<file path="config.mk">
export PLATFORM = sky130hd
export DESIGN_NAME = cla4_lcu_flat
export DESIGN_NICKNAME = d
export VERILOG_FILES = /design/src/rtl/cla4_lcu_if.sv /design/src/rtl/cla4_lcu.sv /design/src/flat_wrapper.sv
export SDC_FILE = /design/constraint.sdc
export NUM_CORES = 1
export LEC_CHECK = 0
export CAP_MARGIN = 20
export CORE_ASPECT_RATIO = 1.1
export CORE_UTILIZATION = 35
export CTS_BUF_LIST = sky130_fd_sc_hd__clkbuf_8 sky130_fd_sc_hd__clkbuf_16
export DETAILED_ROUTE_END_ITERATION = 10
export PLACE_DENSITY = 0.85
export SYNTH_ARGS = -nofsm -noshare
export SYNTH_HDL_FRONTEND = slang
export SYNTH_SLANG_ARGS = --single-unit
</file>
<file path="constraint.sdc">
create_clock -name clk -period 1.6 [get_ports clk]
set_input_delay 0.32 -clock clk [delete_from_list [all_inputs] [get_ports clk]]
set_output_delay 0.32 -clock clk [all_outputs]
set_load 0.05 [all_outputs]
</file>
<file path="src/rtl/cla4_lcu_if.sv">
// Bundles the 4-bit lookahead adder and the 4-group lookahead carry unit signal sets.
// The master drives operands and group terms; the slave (the block) returns results.
interface cla4_lcu_if;
  logic [3:0] a;
  logic [3:0] b;
  logic       cIn;
  logic [3:0] s;
  logic       cOut;
  logic       pg;
  logic       gg;
  logic [3:0] p;
  logic [3:0] g;
  logic       lcIn;
  logic [3:1] c;
  logic       lcOut;
  logic       lpg;
  logic       lgg;

  modport master (
    output a, b, cIn, p, g, lcIn,
    input  s, cOut, pg, gg, c, lcOut, lpg, lgg
  );

  modport slave (
    input  a, b, cIn, p, g, lcIn,
    output s, cOut, pg, gg, c, lcOut, lpg, lgg
  );
endinterface

</file>
<file path="src/rtl/cla4_lcu.sv">
// 4-bit two-level carry-lookahead adder plus an independent 4-group lookahead carry unit,
// with optional single-stage output registering (REG_OUT).
module cla4_lcu #(
  parameter bit REG_OUT = 1'b1
) (
  input  logic       clk,
  input  logic       reset,
  cla4_lcu_if.slave  bus
);

  // Adder per-bit propagate/generate.
  logic [3:0] ap;
  logic [3:0] ag;
  logic [4:0] k;
  logic [3:0] sum;
  logic       add_pg;
  logic       add_gg;

  assign ap = bus.a ^ bus.b;
  assign ag = bus.a & bus.b;

  // Every carry is a flat sum-of-products of cIn; no carry depends on another carry.
  assign k[0] = bus.cIn;
  assign k[1] = ag[0] | (ap[0] & bus.cIn);
  assign k[2] = ag[1] | (ap[1] & ag[0]) | (ap[1] & ap[0] & bus.cIn);
  assign k[3] = ag[2] | (ap[2] & ag[1]) | (ap[2] & ap[1] & ag[0])
              | (ap[2] & ap[1] & ap[0] & bus.cIn);

  assign sum    = ap ^ k[3:0];
  assign add_pg = &ap;
  assign add_gg = ag[3] | (ap[3] & ag[2]) | (ap[3] & ap[2] & ag[1])
                | (ap[3] & ap[2] & ap[1] & ag[0]);
  assign k[4]   = add_gg | (add_pg & bus.cIn);

  // Lookahead carry unit on externally supplied group terms.
  logic [3:1] lc;
  logic       l_pg;
  logic       l_gg;
  logic       l_cout;

  assign lc[1] = bus.g[0] | (bus.p[0] & bus.lcIn);
  assign lc[2] = bus.g[1] | (bus.p[1] & bus.g[0]) | (bus.p[1] & bus.p[0] & bus.lcIn);
  assign lc[3] = bus.g[2] | (bus.p[2] & bus.g[1]) | (bus.p[2] & bus.p[1] & bus.g[0])
               | (bus.p[2] & bus.p[1] & bus.p[0] & bus.lcIn);
  assign l_pg   = &bus.p;
  assign l_gg   = bus.g[3] | (bus.p[3] & bus.g[2]) | (bus.p[3] & bus.p[2] & bus.g[1])
                | (bus.p[3] & bus.p[2] & bus.p[1] & bus.g[0]);
  assign l_cout = l_gg | (l_pg & bus.lcIn);

  // Packed result: {s, cOut, pg, gg, c[3:1], lcOut, lpg, lgg}.
  logic [12:0] res_d;
  logic [12:0] res_q;

  assign res_d = {sum, k[4], add_pg, add_gg, lc, l_cout, l_pg, l_gg};

  generate
    if (REG_OUT) begin : g_reg
      // NOTE: sequential state uses non-blocking assignments so all flops update together.
      always_ff @(posedge clk) begin
        if (reset) res_q <= '0;
        else       res_q <= res_d;
      end
    end else begin : g_comb
      logic unused_clk_reset;
      assign unused_clk_reset = clk ^ reset;
      assign res_q = res_d;
    end
  endgenerate

  assign {bus.s, bus.cOut, bus.pg, bus.gg, bus.c, bus.lcOut, bus.lpg, bus.lgg} = res_q;

endmodule

</file>
<file path="src/flat_wrapper.sv">
// flat-port wrapper written by rule: the top's interface ports become plain ports
module cla4_lcu_flat 
#(
  parameter bit REG_OUT = 1'b1
)
  (clk, reset, bus_a, bus_b, bus_cIn, bus_p, bus_g, bus_lcIn, bus_s, bus_cOut, bus_pg, bus_gg, bus_c, bus_lcOut, bus_lpg, bus_lgg);
  cla4_lcu_if bus_i ();
  input  logic clk;
  input  logic reset;
  input wire logic [$bits(bus_i.a)-1:0] bus_a;
  input wire logic [$bits(bus_i.b)-1:0] bus_b;
  input wire logic [$bits(bus_i.cIn)-1:0] bus_cIn;
  input wire logic [$bits(bus_i.p)-1:0] bus_p;
  input wire logic [$bits(bus_i.g)-1:0] bus_g;
  input wire logic [$bits(bus_i.lcIn)-1:0] bus_lcIn;
  output wire logic [$bits(bus_i.s)-1:0] bus_s;
  output wire logic [$bits(bus_i.cOut)-1:0] bus_cOut;
  output wire logic [$bits(bus_i.pg)-1:0] bus_pg;
  output wire logic [$bits(bus_i.gg)-1:0] bus_gg;
  output wire logic [$bits(bus_i.c)-1:0] bus_c;
  output wire logic [$bits(bus_i.lcOut)-1:0] bus_lcOut;
  output wire logic [$bits(bus_i.lpg)-1:0] bus_lpg;
  output wire logic [$bits(bus_i.lgg)-1:0] bus_lgg;
  assign bus_i.a = bus_a;
  assign bus_i.b = bus_b;
  assign bus_i.cIn = bus_cIn;
  assign bus_i.p = bus_p;
  assign bus_i.g = bus_g;
  assign bus_i.lcIn = bus_lcIn;
  assign bus_s = bus_i.s;
  assign bus_cOut = bus_i.cOut;
  assign bus_pg = bus_i.pg;
  assign bus_gg = bus_i.gg;
  assign bus_c = bus_i.c;
  assign bus_lcOut = bus_i.lcOut;
  assign bus_lpg = bus_i.lpg;
  assign bus_lgg = bus_i.lgg;
  cla4_lcu #(.REG_OUT(REG_OUT)) u_core (.clk(clk), .reset(reset), .bus(bus_i));
endmodule
</file>
==> impl_metrics.yaml <==
placed_design:
  numPortBuffers: 32
  place_area_um2: 913
  placed_cells_incl_taps: 110
  detailed_place_hpwl_um: 1050
  gp_congestion: 0.711
cells_and_area:
  antennaDiodeCount: 0
  final_util_pct: 67.9
  areaGrowthSynthToFinish_pct: 72.6
  nets: 124
  largest_registers: "u_core.res_q: 13 flops"
  drive_above_1_share_pct: 26.5
  nFillCells: 124
  layout.cells.non_filler: 114
  largest_register: "u_core.res_q"
  stdcell_area_um2: 963
  largest_register_ff_count: 13
power:
  p_total_uw: 932
  leakagePower_nw: 0.468
  vdd_drop_max_uv: 495
  cellPowerDensity_mw_per_mm2: 968
critical_path:
  crit_required_ns: 1.73
  end_kind: "register"
  crit_path_max_fanout: 2
  critical-path-max-stage-delay_ns: 0.43
  slowest_stage: "clkdlybuf4s50_1"
  crit_type: "input port to register"
  worstPathArrival_ns: 1.67
  cp_cell_sequence: "clkdlybuf4s50_1 > ha_1 > buf_4 > a21o_1 > a211oi_2 > a211oi_1"
  startpoint_type: "input port"
detailed_routing:
  wire_per_inst_um: 11.3
  drt-vias-per-instance: 4.77
  first_pass_iters: 2
  vias: 544
  wl_um: 1290
  ant_nets: 0
  first_iter_violations: 5
  drc: 0
min_path:
  min_from: "bus_g[2]"
  worst_hold_path.num_cells: 3
  hold-path-endpoint: "u_core.res_q[5]$_SDFF_PP0_"
  hold_path.class: "input port to register"
synthesis:
  synth_flop_cell: "dfxtp_1"
  synth_seq_cells: 13
  syn-cell-area_um2: 558
  synth-seq-area-share_pct: 46.6
  syn_area_per_cell_um2: 9.96
  yosysTopAreaCellShare_pct: 46.6
  ys.warnings.count: 0
  synthCells: 56
  yosys.area.top_type: "dfxtp_1"
  syn_nets: 81
  synthTopCellsByArea: "dfxtp_1, ha_1, a21o_1"
  synthArstFlopShare_pct: 0
  synth.distinct_cells: 24
  synth_edf_count: 0
global_routing:
  grt_pass1_vias: 537
  grt_overflow: 0
  grt_max_degree: 9
  grt_antenna_before_repair: 0
  grt_first_pass_wirelength_um: 2070
  grtUsageTotal_pct: 18.0
die:
  design.core.area_mm2: 0.00142
  num_rows: 14
  die_h_um: 43.9
  pin_count: 33
  start_util_pct: 39.3
  dieArea_mm2: 0.00176
  die_w_um: 40.1
sta:
  max_clock_freq_mhz: 650
  tns_ns: 0
  rsz0062_at_grt: "false"
  period_needed_ns: 1.54
  finalHoldViolCount: 0
  setup_viol: 0
  tightestPinTransition_ns: 0.255
  finalCritPeriodShare_pct: 96.2
  slew_viol_final: 0
  max_slew_margin_pct: 82.9
cts:
  clockBufferDepth: 2
  htreeDepth: 1
  cts_inserted_buffers: 3
  root_buffer: "clkbuf_8"
  cts_sinks: 13
  cts_tree: "built"
  clkTransAtPathRegs_ns: 0.05
run_status:
  outcome: "complete, no violations"
job:
  drv_cap: 0
==> worst max-delay path by stage <==
stage | from | endpoint | slack (ns) | cells after the start
global route | bus_b[0] | u_core.res_q[11]$_SDFF_PP0_ | 0.002 | 6
CTS | bus_b[0] | u_core.res_q[12]$_SDFF_PP0_ | 0.04 | 5
finish | bus_b[0] | u_core.res_q[11]$_SDFF_PP0_ | 0.06 | 6
global placement | bus_b[0] | u_core.res_q[12]$_SDFF_PP0_ | -0.19 | 5
floorplan | bus_b[0] | u_core.res_q[12]$_SDFF_PP0_ | 0.28 | 4
detailed placement | bus_b[0] | u_core.res_q[11]$_SDFF_PP0_ | -0.23 | 6
==> layer usage <==
layer	share of wire (%)	track usage (%)	wire [um]
met1	39	18.6	508
met5	0	0	0
met3	12	5.13	150
met4	3.3	14.5	42
met2	46	28.7	587
==> kinds of logic after synthesis <==
| kind of cell | count (synthesis) | share of synthesized area (%) |
|---|---|---|
| mux | 1 | 1.79 |
| buf+inv | 5 | 3.59 |
| flops | 13 | 46.6 |
| xor+xnor | 1 | 1.57 |
| compound gates | 17 | 20.6 |
| fa+ha+maj | 5 | 12.6 |
| simple gates | 14 | 13.2 |
==> final cells by class <==
class                           instances  area (um^2)  share of cell area (%)
Tap cell                               16         20.0                    2.08
Clock inverter                          1         3.75                   0.390
Inverter                                4         15.0                    1.56
Sequential cell                        13          260                    27.0
Timing Repair Buffer                   39          340                    35.3
Clock buffer                            3         41.3                    4.29
Multi-Input combinational cell         38          283                    29.4
==> repair_timing <==
action                                  in CTS  in global routing
gates resized for setup                      0                  1
hold buffers                                 0                  0
buffers inserted                             0                  0
endpoints found under the setup margin       0                  2
==> synth_stat cells (2+ instances only) <==
master / count
dfxtp_1: 13
nor2_1: 5
a21oi_1: 4
ha_1: 4
inv_1: 4
a21o_1: 3
nand2b_1: 3
a211oi_1: 2
o21ai_0: 2
o22ai_1: 2
==> through the flow <==
stage	worst slack (ns)	hold slack (ns)
2_1_floorplan	0.279	0.449
3_3_place_gp	-0.194	0.771
3_5_place_dp	-0.227	0.770
4_1_cts	0.0359	0.692
5_1_grt	0.00169	0.722
6_report	0.0606	0.692
==> worst max-delay path, delay by kind of cell <==
family / cells / cell delay (ns)
fa+ha+maj: 1 / 0.32
compound gates: 3 / 0.46
buf+inv: 2 / 0.57
==> layout by cell type, fill, tap and decap left out, types with 2 or more instances in the layout <==
cell type	Yosys	final
clkbuf_8	0	3
a21oi_1	4	4
nand2b_1	3	3
buf_4	0	20
nor2_1	5	5
ha_1	4	4
dfxtp_1	13	13
o22ai_1	2	2
clkdlybuf4s50_1	0	19
a21o_1	3	3
o21ai_0	2	2
inv_1	4	5
==> report_power, final <==
| part | internal, mW | switching, mW |
|---|---|---|
| clock network | 0.169 | 0.107 |
| logic | 0.130 | 0.167 |
| registers | 0.352 | 0.00737 |
(Power assumes the default switching activity.)
